`src/rtl/sipo_collector.sv`:
```
// Serial-to-parallel word collector with sof alignment and a one-entry valid/ready
// holding register; reports dropped words (overrun) and broken frames (frame_err).
module sipo_collector #(
    parameter int unsigned  WIDTH     = 4,
    parameter bit           MSB_FIRST = 1'b0,
    localparam int unsigned CW        = $clog2(WIDTH + 1)
) (
    input  logic             clk,
    input  logic             rst,
    input  logic             ser_in,
    input  logic             ser_valid,
    input  logic             sof,
    output logic [WIDTH-1:0] par_out,
    output logic             par_valid,
    input  logic             par_ready,
    output logic             overrun,
    output logic             frame_err,
    output logic [CW-1:0]    bit_cnt
);

    localparam int unsigned IW = $clog2(WIDTH);

    typedef enum logic {StIdle, StShift} state_e;

    state_e           state_q;
    logic [WIDTH-1:0] shreg_q;

    logic             start;
    logic             accept;
    logic             done;
    logic [CW-1:0]    cnt_eff;
    logic [WIDTH-1:0] base;
    logic [WIDTH-1:0] word;
    logic [IW-1:0]    pos;

    // A sof restarts the word at bit 0 regardless of how much was collected.
    always_comb begin
        start   = ser_valid & sof;
        accept  = ser_valid & (sof | (state_q == StShift));
        cnt_eff = start ? '0 : bit_cnt;
        base    = start ? '0 : shreg_q;
        if (MSB_FIRST) begin
            pos = IW'(WIDTH - 1 - 32'(cnt_eff));
        end else begin
            pos = IW'(cnt_eff);
        end
        word      = base;
        word[pos] = ser_in;
        done      = accept && (32'(cnt_eff) == WIDTH - 1);
    end

    always_ff @(posedge clk or negedge rst) begin
        if (!rst) begin
            state_q   <= StIdle;
            shreg_q   <= '0;
            bit_cnt   <= '0;
            par_out   <= '0;
            par_valid <= 1'b0;
            overrun   <= 1'b0;
            frame_err <= 1'b0;
        end else begin
            overrun   <= 1'b0;
            frame_err <= 1'b0;

            if (accept) begin
                state_q <= StShift;
                if (start && (bit_cnt != '0)) begin
                    frame_err <= 1'b1;
                end
                if (done) begin
                    bit_cnt <= '0;
                    shreg_q <= '0;
                end else begin
                    bit_cnt <= cnt_eff + CW'(1);
                    shreg_q <= word;
                end
            end

            // Holding register: load when free or draining, otherwise drop the word.
            if (done && (!par_valid || par_ready)) begin
                par_out   <= word;
                par_valid <= 1'b1;
            end else begin
                if (done) begin
                    overrun <= 1'b1;
                end
                if (par_valid && par_ready) begin
                    par_valid <= 1'b0;
                end
            end
        end
    end

endmodule
```
`config.mk`:
```
export PLATFORM = sky130hd
export DESIGN_NAME = sipo_collector
export DESIGN_NICKNAME = d
export VERILOG_FILES = /design/src/rtl/sipo_collector.sv
export SDC_FILE = /design/constraint.sdc
export NUM_CORES = 1
export LEC_CHECK = 0
export CAP_MARGIN = 10
export CELL_PAD_IN_SITES_DETAIL_PLACEMENT = 0
export CELL_PAD_IN_SITES_GLOBAL_PLACEMENT = 1
export CORE_MARGIN = 2
export CORE_UTILIZATION = 40
export DETAILED_ROUTE_END_ITERATION = 10
export PLACE_DENSITY = 0.91
export SYNTH_ARGS = -nofsm -noshare
export SYNTH_HDL_FRONTEND = slang
export SYNTH_SLANG_ARGS = --single-unit
```
`constraint.sdc`:
```
create_clock -name clk -period 4.5 [get_ports clk]
set_input_delay 0.9 -clock clk [delete_from_list [all_inputs] [get_ports clk]]
set_output_delay 0.9 -clock clk [all_outputs]
set_load 0.03 [all_outputs]
```
== After elaboration in Yosys (flattened, before gate mapping) ==
Index checks and enable logic that the tools add are counted.
Word-level totals
  register bits: 15
  input port bits: 6
  output and inout port bits: 10
  logic and storage cells: 36
Operators by class
  add/subtract/negate cells: 1
  order comparisons: 2
  equality and inequality tests: 1
  multiplexer cells: 13
  bitwise gates (word level): 3
  reductions and logical operators: 9
Operators with widths (number)
  $mux 4: 2
  $mux 1: 7
  $mux 3: 2
  $logic_and 1x1->1: 5
  $bwmux 4: 1
  $add 3x1->3 const B: 1
  $eq 3x2->1 const B: 1
  $lt 2x3->1 const B: 1
  $reduce_bool 3->1: 1
  $and 1x1->1: 2
  $demux 1 s2: 1
  $ge 2x1->1 const B: 1
  $reduce_bool 2->1: 1
  $logic_not 1->1: 1
  $logic_or 1x1->1: 1
  $or 1x1->1: 1

== Longest topological paths before layout ==
  word-level depth: 8
  mapped depth: 6
  gate-level depth less buffers: 6

== Worst setup path before layout ==
Ideal clock, no wire load.
  path kind: input to register
  start point: input port ser_valid
  end point: register par_out[0]
  setup time: 125 ps
  data arrival time: 1924 ps
  required time: 4375 ps
  path slack: 2451 ps
  cell stages on the path: 6
  path buffers: 1
  cell sequence: nand2_1 > and3_1 > ha_1 > buf_2 > nand3_2 > mux2_2
On the way
  word-level cells in the longest chain between the ends: 7
  elaborated cells on any way between the ends: 13
  those cells by class: order compare: 2; eq/ne: 1; mux: 5; bitwise: 2; reduce/logical: 3
RTL lines
  start: declaration: RTL line 11  | input logic ser_valid,
  $and 1x1->1: RTL line 38  | start = ser_valid & sof;
  $mux 3: RTL line 40  | cnt_eff = start ? '0 : bit_cnt;
  $lt 2x3->1 (implied by the code) / $ge 2x1->1 (equally long branches): RTL line 48  | word[pos] = ser_in;
  $logic_and 1x1->1 (implied by the code): RTL line 48
  $mux 1 (implied by the code): RTL line 48
  $demux 1 s2: RTL line 48
  $bwmux 4: RTL line 48
  end signal: assignment: RTL line 81  | par_out <= word;
  end: declaration: RTL line 13  | output logic [WIDTH-1:0] par_out,
Parallel ways exist; a longest one is shown, timed or not.
A chain may end at the register's enable or synchronous reset.

== Worst setup path after layout ==
Ends and elaborated chain as after synthesis.

==> metrics.yaml <==
routing:
  drt_iter0_drc: 11
  route.final.wire_length_mm: 1.317
  number_of_vias_per_cell: 4.972
  remaining_drc_errors: 0
  drt_pass1_iterations: 4
  routed_wire_length_per_instance_um: 12.08
  antenna_violating_nets_post_route: 0
  routed-via-count: 542
die:
  floorplan.die_area_mm2: 0.002192
  initial_util_pct: 42.46
  chipHeight_um: 46.82
  rows: 15
  top_level_ports: 16
  fp.dieW_um: 46.82
  placeableCoreArea_mm2: 0.001727
cts:
  post_cts_hold_buffer_count: 0
  h_tree_level_count: 1
  clock_pin_transition_on_the_worst_setup_and_hold_timing_paths_ns: 0.08
  tritoncts: "built"
  clock_insertion_delay_worst_skew_ns: 0.27
  cts_inserted_buffers: 3
  post_cts_buffers: 0
  cts.sink_count: 15
  ctsResizeCount: 0
  cts_root_buf: "sky130_fd_sc_hd__clkbuf_4"
  ctsLongestPathBuffers: 2
worst_setup_path:
  timing.setup.critical_path_class: "in -> reg"
  worst_r2r_startpoint: "bit_cnt[1]"
  highest_fanout_seen_on_the_critical_path: 8
  crit_path_from: "ser_valid"
  worstSetupStartpointType: "primary input"
  timing.critical_path.slowest_cell_delay_ns: 0.56
  critical_path_buf_inv_count: 1
  cp_slowest_cell: "sky130_fd_sc_hd__clkdlybuf4s50_1"
  regToRegEndpoint: "par_out[0]"
  arrival_ns: 2.60
  worst-path-stages: 6
  timing.reg2reg.setup_slack_ns: 2.90
  critPathRequiredTime_ns: 4.66
  endpoint: "par_out[0]"
  reg2reg_depth: 4
  crit_family: "buffers and inverters"
  critPathCaptureType: "flop"
  worstPathCellList: "clkdlybuf4s50_1 -> nand2_1 -> and3_1 -> ha_1 -> nand3_2 -> mux2_2"
logic_synthesis:
  syn_area_um2: 733.2
  postSynthRegisterBits: 15
  synthDominantCellAreaShare_pct: 51.19
  yosys_warnings: 0
  avgSynthCellArea_um2: 10.94
  yosys-top-cells-area: "sky130_fd_sc_hd__dfrtp_1, sky130_fd_sc_hd__nand2_1, sky130_fd_sc_hd__mux2_2"
  synthesis.nets: 75
  syn_inst: 67
  synth.lib_cells_used.distinct: 28
  yosysTopAreaCell: "sky130_fd_sc_hd__dfrtp_1"
  yosysSeqAreaShare_pct: 51.19
global_route:
  largest_net_degree_at_the_start_of_global_routing: 16
  grt_first_pass_wirelength_mm: 2.132
  grt_pass1_vias: 519
  grt_antenna_before_repair: 0
  grtUsageTotal_pct: 13.83
  grt_remaining_overflow: 0
timing:
  worst_slew_pin_slew_ns: 0.6524
  tns_ns: 0
  finalCritPeriodShare_pct: 54.21
  drv_slew: 0
  setup_viol: 0
  unrepaired_setup_endpoints_after_global_routing: "false"
  hold_violations: 0
  achievable-frequency_mhz: 409.9
  clock_skew_ns: 0.001691
  final.min_clock_period_ns: 2.440
  relative_max_transition_margin_pct: 56.37
  holdWs_ns: 0.4811
run_status:
  outcome: "complete, no violations"
power:
  power_per_cell_area_mw_per_mm2: 560.4
  maximum_resistive_drop_on_vdd_v: 0.0002173
  power.static_leakage_nw: 0.4105
finish:
  most-common-layout-cells: "sky130_fd_sc_hd__dfrtp_1, sky130_fd_sc_hd__clkdlybuf4s50_1, sky130_fd_sc_hd__nand2_1"
  finalNetCount: 93
  layout-area-overhead-vs-synth_pct: 26.45
  drive_gt1_share_pct: 14.29
  insertedDiodeCount: 0
  nFillCells: 168
place:
  number_of_i_o_port_buffers: 15
  detailed_place_hpwl_um: 988.6
  place_congestion: 0.7724
job:
  drv.max_cap_violation_count: 0
min_path:
  worst_hold_path_type: "reg -> reg"
==> logic make-up (layout without fill, tap and decap cells) <==
kind of cell,after synthesis,after routing,synth area share [%]
AND/OR/NAND/NOR,24,24,16.38
AO/OA/AOI/OAI,16,16,17.06
flip-flops,15,15,51.19
multiplexers,5,5,8.020
buffers and inverters,5,22,3.925
adder cells (fa/ha/maj),2,2,3.412
==> worst min path at each step <==
stage,startpoint,endpoint,cells after the start
global placement,shreg_q[2],shreg_q[2],2
floorplan,shreg_q[2],shreg_q[2],2
detailed placement,shreg_q[1],shreg_q[1],1
global route,shreg_q[2],shreg_q[2],2
finish,shreg_q[1],shreg_q[1],1
CTS,shreg_q[1],shreg_q[1],1
==> sequential cells by signal, indices dropped and copies added (netlist names) <==
signal	count
bit_cnt	3
par_valid	1
state_q	1
par_out	4
overrun	1
shreg_q	4
frame_err	1
==> cells in the mapped netlist <==
master                      instances
sky130_fd_sc_hd__dfrtp_1           15
sky130_fd_sc_hd__nand2_1           10
sky130_fd_sc_hd__o31ai_1            4
sky130_fd_sc_hd__mux2_2             3
sky130_fd_sc_hd__nor2_1             3
sky130_fd_sc_hd__o21ai_0            3
sky130_fd_sc_hd__a22o_1             2
sky130_fd_sc_hd__and2_1             2
sky130_fd_sc_hd__buf_2              2
sky130_fd_sc_hd__ha_1               2
sky130_fd_sc_hd__inv_1              2
sky130_fd_sc_hd__nand2b_1           2
sky130_fd_sc_hd__nor3_1             2
sky130_fd_sc_hd__a21bo_2            1
sky130_fd_sc_hd__a21o_1             1
sky130_fd_sc_hd__a21oi_1            1
sky130_fd_sc_hd__a2bb2oi_2          1
sky130_fd_sc_hd__a31o_2             1
sky130_fd_sc_hd__and2b_1            1
sky130_fd_sc_hd__and3_1             1
sky130_fd_sc_hd__buf_6              1
sky130_fd_sc_hd__mux2_4             1
sky130_fd_sc_hd__mux2i_1            1
sky130_fd_sc_hd__nand3_1            1
sky130_fd_sc_hd__nand3_2            1
sky130_fd_sc_hd__nand3b_1           1
sky130_fd_sc_hd__o21a_1             1
sky130_fd_sc_hd__o41ai_1            1
==> layout make-up <==
cell class | count | area [µm²] | share of cell area (%)
flip-flops and latches | 15 | 375.4 | 40.49
repair buffers | 16 | 157.7 | 17.00
inverters | 2 | 7.507 | 0.8097
well taps | 25 | 31.28 | 3.374
multi-input cells | 47 | 329.1 | 35.49
clock buffers | 4 | 26.28 | 2.834
==> through the flow <==
stage,cells,total power (W),cell area [µm²],setup WS [ns],util (%)
CTS,109,0.0005255,927.1,2.071,53.70
floorplan,67,0.0003665,733.2,2.451,-
finish,109,0.0005195,927.1,2.060,53.70
global placement,105,0.0004449,900.9,1.811,52.17
global route,109,0.0005571,927.1,1.973,53.70
detailed placement,105,0.0004486,900.9,1.767,52.17
==> power by group <==
part	internal, W	total (W)	switching, W
sequential	0.000175	0.000209	0.0000346
combinational	0.000114	0.000236	0.000123
clock	0.0000343	0.0000738	0.0000395
total	0.000323	0.000520	0.000197
==> layer usage <==
layer / vias up / part of all wire (%) / track usage (%) / wire length, µm
met1: 255 / 48 / 16.95 / 631
met2: 12 / 47 / 22.47 / 616
met3: 4 / 3.0 / 2.692 / 40
met4: 0 / 2.1 / 8.333 / 27
li1: 271 / - / - / -
met5: - / 0 / 0 / 0
Power figures use the tool's default switching activity.
